[config.mk]
export PLATFORM = sky130hd
export DESIGN_NAME = ifetch_unit
export DESIGN_NICKNAME = d
export VERILOG_FILES = /design/src/rtl/ifetch_pkg.sv /design/src/rtl/ifetch_unit_fifo.sv /design/src/rtl/ifetch_unit.sv
export SDC_FILE = /design/constraint.sdc
export NUM_CORES = 1
export LEC_CHECK = 0
export CAP_MARGIN = 20
export CORE_MARGIN = 10
export CORE_UTILIZATION = 53
export DETAILED_ROUTE_END_ITERATION = 10
export GPL_TIMING_DRIVEN = 0
export PLACE_DENSITY = 0.77
export SYNTH_ARGS = -nofsm -noshare
export SYNTH_HDL_FRONTEND = slang
export SYNTH_SLANG_ARGS = --single-unit
[constraint.sdc]
create_clock -name clk -period 4.1 [get_ports clk]
set_input_delay 0.82 -clock clk [delete_from_list [all_inputs] [get_ports clk]]
set_output_delay 0.82 -clock clk [all_outputs]
set_load 0.03 [all_outputs]
[src/rtl/ifetch_pkg.sv]
// Shared types and constants for the instruction fetch front end.
package ifetch_pkg;
  localparam int ADDR_W = 32;
  localparam int INST_W = 32;
  localparam logic [ADDR_W-1:0] RESET_PC_DEFAULT = 32'h0000_3000;

  typedef struct packed {
    logic [ADDR_W-1:0] pc;
    logic [INST_W-1:0] data;
  } fetch_entry_t;
endpackage

[src/rtl/ifetch_unit_fifo.sv]
// Fetch-entry FIFO: power-of-2 depth, flush, simultaneous push/pop even when full.
module fetch_fifo
  import ifetch_pkg::*;
#(
  parameter int DEPTH = 4,
  localparam int PW = $clog2(DEPTH)
) (
  input  logic         clk,
  input  logic         rst_n,
  input  logic         flush,
  input  logic         push,
  input  fetch_entry_t push_data,
  input  logic         pop,
  output fetch_entry_t head,
  output logic         empty,
  output logic         full,
  output logic [PW:0]  count
);
  typedef logic [PW:0]   cnt_t;
  typedef logic [PW-1:0] ptr_t;

  ptr_t         wr_q, wr_d, rd_q, rd_d;
  cnt_t         count_q, count_d;
  fetch_entry_t mem_q [DEPTH];
  logic         do_push, do_pop;

  assign empty   = (count_q == '0);
  assign full    = (count_q == cnt_t'(DEPTH));
  assign do_pop  = pop && !empty;
  assign do_push = push && (!full || do_pop);
  assign count   = count_q;
  // Head reads as zero while empty so stale entries never leak out.
  assign head    = empty ? '0 : mem_q[rd_q];

  always_comb begin
    wr_d    = wr_q;
    rd_d    = rd_q;
    count_d = count_q;
    if (flush) begin
      wr_d    = '0;
      rd_d    = '0;
      count_d = '0;
    end else begin
      if (do_push) wr_d = wr_q + ptr_t'(1);
      if (do_pop)  rd_d = rd_q + ptr_t'(1);
      count_d = count_q + cnt_t'(do_push) - cnt_t'(do_pop);
    end
  end

  always_ff @(posedge clk or negedge rst_n) begin
    if (!rst_n) begin
      wr_q    <= '0;
      rd_q    <= '0;
      count_q <= '0;
    end else begin
      wr_q    <= wr_d;
      rd_q    <= rd_d;
      count_q <= count_d;
    end
  end

  always_ff @(posedge clk) begin
    if (do_push && !flush) mem_q[wr_q] <= push_data;
  end
endmodule

[src/rtl/ifetch_unit.sv]
// Fetch front end: PC generation, credit-based imem issue, redirect/discard tracking,
// and an instruction buffer feeding decode.
module ifetch_unit
  import ifetch_pkg::*;
#(
  parameter logic [ADDR_W-1:0] RESET_PC   = RESET_PC_DEFAULT,
  parameter int                FIFO_DEPTH = 4,
  parameter int                MAX_OUT    = 2
) (
  input  logic              clk,
  input  logic              rst_n,
  input  logic              redirect_valid,
  input  logic [ADDR_W-1:0] redirect_pc,
  output logic              imem_req,
  output logic [ADDR_W-1:0] imem_addr,
  input  logic              imem_gnt,
  input  logic              imem_rvalid,
  input  logic [INST_W-1:0] imem_rdata,
  output logic              inst_valid,
  output logic [ADDR_W-1:0] inst_pc,
  output logic [INST_W-1:0] inst_data,
  input  logic              inst_ready
);
  localparam int CW = $clog2(MAX_OUT + 1);
  localparam int FW = $clog2(FIFO_DEPTH);
  localparam int SW = $clog2(FIFO_DEPTH + MAX_OUT + 1) + 1;
  typedef logic [CW-1:0] ctr_t;
  typedef logic [SW-1:0] sum_t;

  logic [ADDR_W-1:0] fetch_pc_q, fetch_pc_d, resp_pc_q, resp_pc_d, redir_pc;
  ctr_t              out_q, out_d, disc_q, disc_d, live;
  sum_t              occ;
  logic              gnt_fire, rsp, push, pop, fifo_empty, fifo_full;
  logic [FW:0]       fifo_count;
  fetch_entry_t      head;
  logic              unused_bits;

  assign unused_bits = ^redirect_pc[1:0];
  assign redir_pc    = {redirect_pc[ADDR_W-1:2], 2'b00};
  assign live        = out_q - disc_q;
  assign occ         = sum_t'(fifo_count) + sum_t'(live);

  // Every live request holds a reserved FIFO slot, so a response can always be pushed.
  assign imem_req  = rst_n && (out_q < ctr_t'(MAX_OUT)) &&
                     (occ < sum_t'(FIFO_DEPTH)) && !redirect_valid;
  assign imem_addr = fetch_pc_q;
  assign gnt_fire  = imem_req && imem_gnt;
  // Stray responses after reset release are ignored rather than underflowing the count.
  assign rsp       = imem_rvalid && (out_q != '0);
  assign push      = rsp && (disc_q == '0) && !redirect_valid;
  assign pop       = inst_valid && inst_ready;

  always_comb begin
    out_d      = out_q + ctr_t'(gnt_fire) - ctr_t'(rsp);
    disc_d     = disc_q;
    fetch_pc_d = fetch_pc_q;
    resp_pc_d  = resp_pc_q;
    if (redirect_valid) begin
      disc_d     = out_d;
      fetch_pc_d = redir_pc;
      resp_pc_d  = redir_pc;
    end else begin
      if (rsp && (disc_q != '0)) disc_d = disc_q - ctr_t'(1);
      if (gnt_fire) fetch_pc_d = fetch_pc_q + 32'd4;
      if (push)     resp_pc_d  = resp_pc_q + 32'd4;
    end
  end

  always_ff @(posedge clk or negedge rst_n) begin
    if (!rst_n) begin
      fetch_pc_q <= RESET_PC;
      resp_pc_q  <= RESET_PC;
      out_q      <= '0;
      disc_q     <= '0;
    end else begin
      fetch_pc_q <= fetch_pc_d;
      resp_pc_q  <= resp_pc_d;
      out_q      <= out_d;
      disc_q     <= disc_d;
    end
  end

  fetch_fifo #(.DEPTH(FIFO_DEPTH)) u_fifo (
    .clk       (clk),
    .rst_n     (rst_n),
    .flush     (redirect_valid),
    .push      (push),
    .push_data ('{pc: resp_pc_q, data: imem_rdata}),
    .pop       (pop),
    .head      (head),
    .empty     (fifo_empty),
    .full      (fifo_full),
    .count     (fifo_count)
  );

  assign inst_valid = !fifo_empty;
  assign inst_pc    = head.pc;
  assign inst_data  = head.data;

`ifndef SYNTHESIS
  a_out_max:  assert property (@(posedge clk) disable iff (!rst_n) out_q <= ctr_t'(MAX_OUT));
  a_disc_out: assert property (@(posedge clk) disable iff (!rst_n) disc_q <= out_q);
  a_credit:   assert property (@(posedge clk) disable iff (!rst_n) occ <= sum_t'(FIFO_DEPTH));
  a_no_ovf:   assert property (@(posedge clk) disable iff (!rst_n) !(push && fifo_full));
`endif
endmodule

# Word-level counts from Yosys, hierarchy flattened
# Memories as Yosys holds them, arrays and structs flattened.
# Index checks and enable logic that the tools add are counted.
[totals] reg_bits=75 ramBits=256 in_bits=70 output_inout_bits=98 wordCells=61 mem_count=1
[op_classes] n_addsub=11 order_cmp=2 n_eq_ne=1 n_mux=14 reduce_logical=25
[mem_list] memory="u_fifo.mem_q" depth=4 width=64 read_ports=1 rd_ports_with_merged_regs=0 write_ports=1 line="ifetch_unit_fifo.sv:24" source="fetch_entry_t mem_q [DEPTH];"
[op_table] op="$mux W32" n=4
[op_table] op="$add A32 B3 Y32 const B" n=2
[op_table] op="$mux W64" n=1
[op_table] op="$reduce_bool A2 Y1" n=7
[op_table] op="$logic_and A1 B1 Y1" n=12
[op_table] op="$mux W2" n=6
[op_table] op="$add A2 B1 Y2 const B" n=2
[op_table] op="$add A3 B2 Y4" n=1
[op_table] op="$lt A4 B3 Y1 const B" n=1
[op_table] op="$add A3 B1 Y3" n=1
[op_table] op="$eq A3 B3 Y1 const B" n=1
[op_table] op="$logic_not A1 Y1" n=3
[op_table] op="$logic_not A3 Y1" n=1
[op_table] op="$mux W3" n=1
[op_table] op="$sub A3 B1 Y3" n=1
[op_table] op="$add A2 B1 Y2" n=1
[op_table] op="$logic_not A2 Y1" n=1
[op_table] op="$lt A2 B2 Y1 const B" n=1
[op_table] op="$mux W1" n=2
[op_table] op="$sub A2 B1 Y2" n=1
[op_table] op="$sub A2 B1 Y2 const B" n=1
[op_table] op="$sub A2 B2 Y2" n=1
[op_table] op="$logic_or A1 B1 Y1" n=1

# Logic depth before layout (Yosys ltp)
# Gate-level depths: netlist (run 1).
[depth] word_depth=9 mapped_depth=17 depth_no_buf=15

# Hierarchy
# From an unflattened synthesis (run 1), not the netlist that was laid out.
[unflattened] hier_cells=836 area_unflattened_um2=13903.3
[by_module_without_submodules] mod="fetch_fifo" n_inst=1 cells_per_inst=451 area_each_um2=10122.2 seq_area_each_um2=7862.5
[by_module_without_submodules] mod="ifetch_unit" n_inst=1 cells_per_inst=385 area_each_um2=3781.1 seq_area_each_um2=1606.5

# Worst setup path after synthesis (run 1)
# No wires, ideal clock.
[synth_path] path_type="input to register" startpoint="in redirect_valid" endpoint="mem u_fifo.mem_q[0][0] in the netlist's numbering (enable)" setup_ns=0.426 t_arrival_ns=3.072 t_required_ns=3.674 path_slack_ns=0.601 stages=3 n_path_buf=1 path_cell_list="clkbuf_1 -> nor3_1 -> and2_1"
[synth_between] elab_chain_len=6
[synth_lines] item="start: declaration" line="ifetch_unit.sv:12" source="input logic redirect_valid,"
[synth_lines] item="$logic_not A1 Y1 *" line="ifetch_unit_fifo.sv:63, ifetch_unit.sv:50"
[synth_lines] item="$logic_and A1 B1 Y1" line="ifetch_unit.sv:50" source="assign push = rsp && (disc_q == '0) && !redirect_valid;"
[synth_lines] item="$logic_and A1 B1 Y1" line="ifetch_unit_fifo.sv:30" source="assign do_push = push && (!full || do_pop);"
[synth_lines] item="$logic_and A1 B1 Y1 *" line="ifetch_unit_fifo.sv:63" source="if (do_push && !flush) mem_q[wr_q] <= push_data;"
[synth_lines] item="$mux W1 *" line="ifetch_unit_fifo.sv:63"
[synth_lines] item="$mux W1 (not written as such) *" line="ifetch_unit_fifo.sv:63"
[synth_lines] item="end: declaration" line="ifetch_unit_fifo.sv:24"
# Mark *: on every way between the ends. The rest lies on a longest branch, timed or not.

# Worst setup path in the final report (run 1)
[layout_path] startpoint="reg u_fifo.rd_q[1]" endpoint="out inst_data[16]"
[layout_between] elab_chain_len=2
[layout_lines] item="start: declaration" line="ifetch_unit_fifo.sv:22" source="ptr_t wr_q, wr_d, rd_q, rd_d;"
[layout_lines] item="start signal: assignment" line="ifetch_unit_fifo.sv:57" source="rd_q <= rd_d;"
[layout_lines] item="$mem_v2 Z4 W64"
[layout_lines] item="$mux W64" line="ifetch_unit_fifo.sv:33" source="assign head = empty ? '0 : mem_q[rd_q];"
[layout_lines] item="end: declaration" line="ifetch_unit.sv:21" source="output logic [INST_W-1:0] inst_data,"
# No other way between the ends.

==> results of run 1 <==
==> metal layers <==
layer  part of all wire  wire, µm  up-vias  track usage
met5                  0         0        -            0
met4              0.022       637        0       0.0546
met3              0.079      2320       47       0.0526
met2               0.48     14100      296        0.282
met1               0.42     12400     3982        0.236
li1                   -         -     3657            -
==> registers in the layout, summed over array words and instances (netlist names) <==
signal / flops
u_fifo.mem_q: 248
imem_addr: 30
resp_pc_q: 30
u_fifo.count: 3
disc_q: 2
out_q: 2
u_fifo.rd_q: 2
u_fifo.wr_q: 2
==> worst reg2reg max path, stage by stage (launching register included) <==
cell and delay (ns):
dfrtp_1 0.42, inv_1 0.06, ha_1 0.20, xnor2_1 0.14, xnor2_1 0.13, ha_1 0.27
and3b_1 0.18, and4b_1 0.21, buf_6 0.14, inv_4 0.11, clkbuf_1 0.44, ha_1 0.34
inv_1 0.05, ha_1 0.15, xnor2_1 0.13, xnor2_1 0.17, nand2_1 0.08, o21ai_0 0.09
==> report_power, final <==
group | internal [mW] | switching, mW | total (mW)
registers | 3.72 | 0.194 | 3.92
clock network | 1.91 | 1.21 | 3.12
logic | 1.39 | 1.66 | 3.04
==> cells in the mapped netlist (3+ instances only) <==
cell,count,area share
a21oi_1,3,0.0011
a31oi_1,7,0.0032
a41oi_1,4,0.0026
and2_1,71,0.033
and3_1,8,0.0037
and4_1,3,0.0019
buf_2,9,0.0033
buf_4,4,0.0022
clkbuf_1,26,0.0072
dfrtp_1,67,0.12
dfstp_2,4,0.0078
edfxtp_1,248,0.55
ha_1,13,0.012
inv_1,15,0.0042
mux2_2,17,0.014
mux4_2,62,0.10
nand2_1,53,0.015
nand3_1,37,0.014
nand3b_1,3,0.0017
nand4_1,20,0.0092
nor2_1,21,0.0058
nor2b_1,3,0.0014
nor3_1,11,0.0041
nor4_1,4,0.0018
o211ai_1,9,0.0050
o21ai_0,30,0.011
o31ai_1,4,0.0022
or3_1,5,0.0023
or4_1,3,0.0017
xnor2_1,18,0.012
xor2_1,27,0.017
==> cell families after synthesis <==
| family | after synthesis | share of synthesized area |
|---|---|---|
| compound gates | 69 | 0.0338 |
| xor+xnor | 45 | 0.0291 |
| fa+ha+maj | 14 | 0.0135 |
| buf+inv | 59 | 0.0196 |
| flops | 319 | 0.681 |
| mux | 80 | 0.118 |
| other cells | 1 | 0.000277 |
| simple gates | 253 | 0.105 |
==> through the flow <==
step	cells	hold WS, ns	worst slack [ns]
global route	1401	0.230	0.0732
floorplan	843	0.495	0.601
global placement	1334	0.531	-1.93
CTS	1401	0.223	0.189
detailed placement	1339	0.547	0.488
finish	1401	0.229	0.261
==> worst paths after layout <==
kind / from / to / cells after the start
max: u_fifo.rd_q[1] / inst_data[16] / 5
min in group clk: u_fifo.wr_q[0] / u_fifo.wr_q[0] / 1
min reg2reg: u_fifo.wr_q[0] / u_fifo.wr_q[0] / 1
min: rst_n / imem_addr[8] / 1
max in group asynchronous: rst_n / imem_addr[13] / 2
max reg2reg: out_q[0] / disc_q[1] / 17
==> cells in the final DEF, fill, tap and decap left out, types with 4 or more instances in the layout <==
cell type / netlist / routed
buf_16: 0 / 5
bufinv_16: 0 / 4
inv_1: 15 / 15
o211ai_1: 9 / 9
xor2_1: 27 / 27
nor4_1: 4 / 4
dfstp_2: 4 / 4
ha_1: 13 / 13
or3_1: 5 / 5
mux2_2: 17 / 17
dfrtp_1: 67 / 67
o31ai_1: 4 / 4
edfxtp_1: 248 / 248
clkbuf_1: 26 / 30
a41oi_1: 4 / 4
and3_1: 8 / 8
buf_2: 9 / 9
nand3_1: 37 / 37
nand4_1: 20 / 20
nor3_1: 11 / 11
mux4_2: 62 / 62
clkinv_1: 0 / 6
and2_4: 0 / 4
a31oi_1: 7 / 7
nor2_1: 21 / 21
clkdlybuf4s50_1: 0 / 160
and2_1: 71 / 67
clkbuf_16: 0 / 37
o21ai_0: 30 / 30
xnor2_1: 18 / 18
buf_4: 4 / 5
nand2_1: 53 / 53
conb_1: 1 / 4
clkinv_2: 0 / 7
==> final cells by class <==
type	count	share of cell area
clock buffers	42	0.0565
repair buffers	166	0.103
flip-flops and latches	319	0.546
clock inverters	20	0.0120
well taps	330	0.0244
plain buffers	43	0.0120
inverters	16	0.00370
multi-input cells	465	0.241
==> out/qor.txt, run 1 <==
Synthesized instance count: 840
Most frequent cell on the critical path: clkbuf_1
CP max FO: 10
Slowest-stage cell, CP: clkdlybuf4s50_1
Global route overflow: 0
Initial DRC count: 588
Yosys warnings: 0
Initial Util: 0.538
PostCTS Resize Cnt: 0
Core area: 25200 µm²
Final net count: 1129
Clk Latency, worst-skew pair: 0.51 ns
Die H: 180 µm
# diodes: 0
Post-Route WL: 29500 µm
H-tree depth: 2
Number of CTS-inserted buffers: 34
Setup CP Type: register to output pin
IO Count: 168
Final Max Tran Viols: 0
Routed Antenna Nets: 0
CTS tree: yes
Clk root buf: clkbuf_16
Setup_tns: 0 ns
Unrepaired setup endpoints after global routing: false
Max-cap violation count: 0
Site Rows: 58
DP HPWL: 19700 µm
Clock Sinks: 319
Seq/Total Area, Yosys: 0.681
Total global-route track usage: 0.179
Crit path cell chain: clkbuf_1, clkbuf_1, mux4_2, and2_1, clkdlybuf4s50_1
Max Root-Sink Buffers: 3
Final hold viol count: 0
Fin util: 0.671
Primary FF master, synth: edfxtp_1
Leak: 5.78 nW
Clock period minus worst slack: 3.84 ns
Slew margin rel.: 0.349
Post-route cell area: 16900 µm²
Distinct cell type count after synthesis: 54
Crit-path leading delay family: buffers and inverters
Avg Inst Size Synth: 16.1 µm²
Crit path buf inv count: 3
Global-route wire length before repair: 46600 µm
Critical Path RT: 3.28 ns
DRC viols: 0
Via density: 5.70
Worst vdd ir: 411 µV
Area Growth Syn to Fin: 24.6%
Skew final: 0.0137 ns
Antenna violations before repair: 0
Gpl congestion: 0.895
Die area: 32400 µm²
CP startpoint kind: register
Worst Setup End Kind: output pin
Hold_buf cts: 0
First drt pass iteration count: 5
CP arrival: 3.02 ns
Routed via count: 7982
Register Area: 9230 µm²
Reg-to-reg slack, setup: 0.71 ns
Status: complete, no violations
Worst-margin pin slew: 0.969 ns
Ratio of cells with drive above 1 in the final layout: 0.157
Synth async-reset ratio: 0.223
Crit-path max cell delay: 0.59 ns
Mean routed wirelength per cell: 21.0 µm
Pin count of the biggest net entering global routing: 61
Fmax: 261 MHz
Finish-stage setup viols: 0
# port buffers: 161
Syn Std Cell Area: 13600 µm²
Final period utilization: 0.936
Fill count: 1719
Clk slew on worst S/H paths: 0.06 ns
Area of the multi-input gates: 4080 µm²
Setup bufs post-CTS: 0
Die W: 180 µm
Post-synth EDFFs: 248
Vias in the first global route: 8336
Placed cell area: 15700 µm²
Worst Hold Class: input port to asynchronous set/reset pin
Power Dens Cells: 597 nW/µm²
Pwr Total: 10.1 mW
Synth Register Bits: 319
Note: power is estimated with default switching activity, not from simulation.
==> run 2: changes to the inputs <==
--- a/config.mk
+++ b/config.mk
@@ -7,10 +7,10 @@
 export LEC_CHECK = 0
 export CAP_MARGIN = 20
 export CORE_MARGIN = 10
-export CORE_UTILIZATION = 53
+export CORE_UTILIZATION = 40
 export DETAILED_ROUTE_END_ITERATION = 10
 export GPL_TIMING_DRIVEN = 0
-export PLACE_DENSITY = 0.77
+export RECOVER_POWER = 100
 export SYNTH_ARGS = -nofsm -noshare
 export SYNTH_HDL_FRONTEND = slang
 export SYNTH_SLANG_ARGS = --single-unit
==> out/qor.txt, run 2 (synthesis results as in run 1) <==
Crit-path max cell delay: 0.97 ns (was 0.59 ns)
Power Dens Cells: 590 nW/µm² (was 597 nW/µm²)
Pwr Total: 9.96 mW (was 10.1 mW)
Via density: 5.22 (was 5.70)
Die H: 204 µm (was 180 µm)
DRC viols: 0 (unchanged)
Worst Setup End Kind: register (was output pin)
Clk slew on worst S/H paths: 0.06 ns (about the same)
Leak: 5.75 nW (was 5.78 nW)
Crit path buf inv count: 2 (was 3)
Skew final: 0.0166 ns (was 0.0137 ns)
Clk root buf: clkbuf_16 (unchanged)
Final period utilization: 0.965 (was 0.936)
Vias in the first global route: 8268 (was 8336)
H-tree depth: 2 (unchanged)
Pin count of the biggest net entering global routing: 58 (was 61)
Global route overflow: 0 (unchanged)
Setup bufs post-CTS: 0 (unchanged)
# port buffers: 161 (unchanged)
Worst vdd ir: 336 µV (was 411 µV)
Most frequent cells in the layout: 248 x edfxtp_1, 85 x dlygate4sd3_1, 75 x clkdlybuf4s50_1 (was 248 x edfxtp_1, 160 x clkdlybuf4s50_1, 67 x and2_1, 67 x dfrtp_1, 62 x mux4_2)
Status: complete, but fails checks (was complete, no violations)
Unrepaired setup endpoints after global routing: false (unchanged)
Slowest-stage cell, CP: and2_1 (was clkdlybuf4s50_1)
Final Max Tran Viols: 40 (was 0)
CTS tree: yes (unchanged)
CP max FO: 46 (was 10)
CP arrival: 4.13 ns (was 3.02 ns)
Number of CTS-inserted buffers: 35 (was 34)
Most common cell after layout, fill and taps aside: edfxtp_1 (unchanged)
Fmax: 253 MHz (was 261 MHz)
Initial Util: 0.405 (was 0.538)
Crit path cell chain: dlygate4sd3_1, o211ai_1, nor3_1, and2_1, buf_16 (was clkbuf_1, clkbuf_1, mux4_2, and2_1, clkdlybuf4s50_1)
Final hold viol count: 0 (unchanged)
Final net count: 1129 (unchanged)
Max-cap violation count: 1 (was 0)
Mean routed wirelength per cell: 21.1 µm (was 21.0 µm)
Critical Path RT: 4.27 ns (was 3.28 ns)
Core area: 33400 µm² (was 25200 µm²)
Die W: 204 µm (was 180 µm)
Worst Hold Class: input port to asynchronous set/reset pin (unchanged)
Clock Sinks: 319 (unchanged)
Worst-margin pin slew: 2.15 ns (was 0.969 ns)
Clock period minus worst slack: 3.96 ns (was 3.84 ns)
CP startpoint kind: input port (was register)
Setup CP Type: input port to register (was register to output pin)
IO Count: 168 (unchanged)
Finish-stage setup viols: 0 (unchanged)
Routed via count: 7936 (was 7982)
Initial DRC count: 496 (was 588)
Clk Latency, worst-skew pair: 0.51 ns (about the same)
Failing checks: max-capacitance violations, max-slew violations
Max Root-Sink Buffers: 3 (unchanged)
Placed cell area: 15900 µm² (was 15700 µm²)
Site Rows: 67 (was 58)
Post-Route WL: 32000 µm (was 29500 µm)
Die area: 41600 µm² (was 32400 µm²)
Area Growth Syn to Fin: 24.5% (was 24.6%)
Routed Antenna Nets: 0 (unchanged)
Crit-path leading delay family: simple AND/OR/NAND/NOR gates (was buffers and inverters)
Antenna violations before repair: 0 (unchanged)
Register bank with the most flops: u_fifo.mem_q (unchanged)
DP HPWL: 21600 µm (was 19700 µm)
# diodes: 0 (unchanged)
Ratio of cells with drive above 1 in the final layout: 0.146 (was 0.157)
Fill count: 2823 (was 1719)
First drt pass iteration count: 5 (unchanged)
Global-route wire length before repair: 49500 µm (was 46600 µm)
Gpl congestion: 0.877 (was 0.895)
Slew margin rel.: -0.431 (was 0.349)
Max reg flops: 248 (unchanged)
Total global-route track usage: 0.153 (was 0.179)
Post-route cell area: 16900 µm² (about the same)
-- run 2: changes by cell type in the layout (fill, tap and decap cells not counted), sizes merged --
cell	change
clkdlybuf4s50	-85
dlygate4sd3	+85
clkbuf	+20
buf	-13
clkinv	-4
bufinv	-2
inv	-1
-- run 2: metal layers --
metal | global-route usage | wire, µm | vias up
li1 | - | - | 3634
met1 | 0.208 | 14400 | 4014
met2 | 0.241 | 14900 | 251
met3 | 0.0384 | 2190 | 37
met4 | 0.0368 | 499 | 0
met5 | 0 | 0 | -
-- run 2: through the flow --
stage          utilization  cells  setup TNS, ns  setup WS [ns]  hold WS (ns)
3_5_place_dp         0.475   1457              0          0.460         0.550
4_1_cts              0.509   1520              0        0.00464         0.265
5_1_grt              0.505   1519              0         0.0101         0.270
2_1_floorplan            -    843              0          0.601         0.495
3_3_place_gp         0.470   1452        -433.43          -2.01         0.545
6_report             0.505   1519              0          0.142         0.259
-- run 2: final timing paths --
check,startpoint,to,slack [ns],cells past startpoint
max reg2reg,out_q[1],u_fifo.mem_q[1][13],0.36,5
min in group clk,u_fifo.wr_q[0],u_fifo.wr_q[0],0.55,1
min reg2reg,u_fifo.wr_q[0],u_fifo.wr_q[0],0.55,1
min,rst_n,imem_addr[11],0.26,1
max in group asynchronous,rst_n,resp_pc_q[25],1.46,2
max,imem_rvalid,u_fifo.mem_q[1][13],0.14,5
-- run 2: worst reg2reg max path: stages, from the launching register on --
cell and delay, ns:
dfrtp_1 0.32, clkbuf_1 0.29, o211ai_1 0.52, nor3_1 0.93
and2_1 0.98, buf_16 0.35
-- run 2: repair_timing --
item,in CTS,in global routing
hold buffers,0,0
setup endpoints to repair,0,17
resized for setup,0,6
-- run 2: layout make-up --
cell class / count / area [µm²] / area share
Tap cell: 448 / 561 / 0.0332
Buffer: 42 / 188 / 0.0111
Inverter: 16 / 62.6 / 0.00371
Multi-Input combinational cell: 465 / 4030 / 0.239
Sequential cell: 319 / 9230 / 0.547
Clock buffer: 50 / 1030 / 0.0608
Clock inverter: 13 / 113 / 0.00667
Timing Repair Buffer: 166 / 1670 / 0.0987
-- run 2: power breakdown --
group	switching, mW	total [mW]	internal (mW)	leakage [nW]
registers	0.190	3.91	3.72	3.09
clock network	1.21	3.07	1.87	0.552
logic	1.68	2.98	1.30	2.11
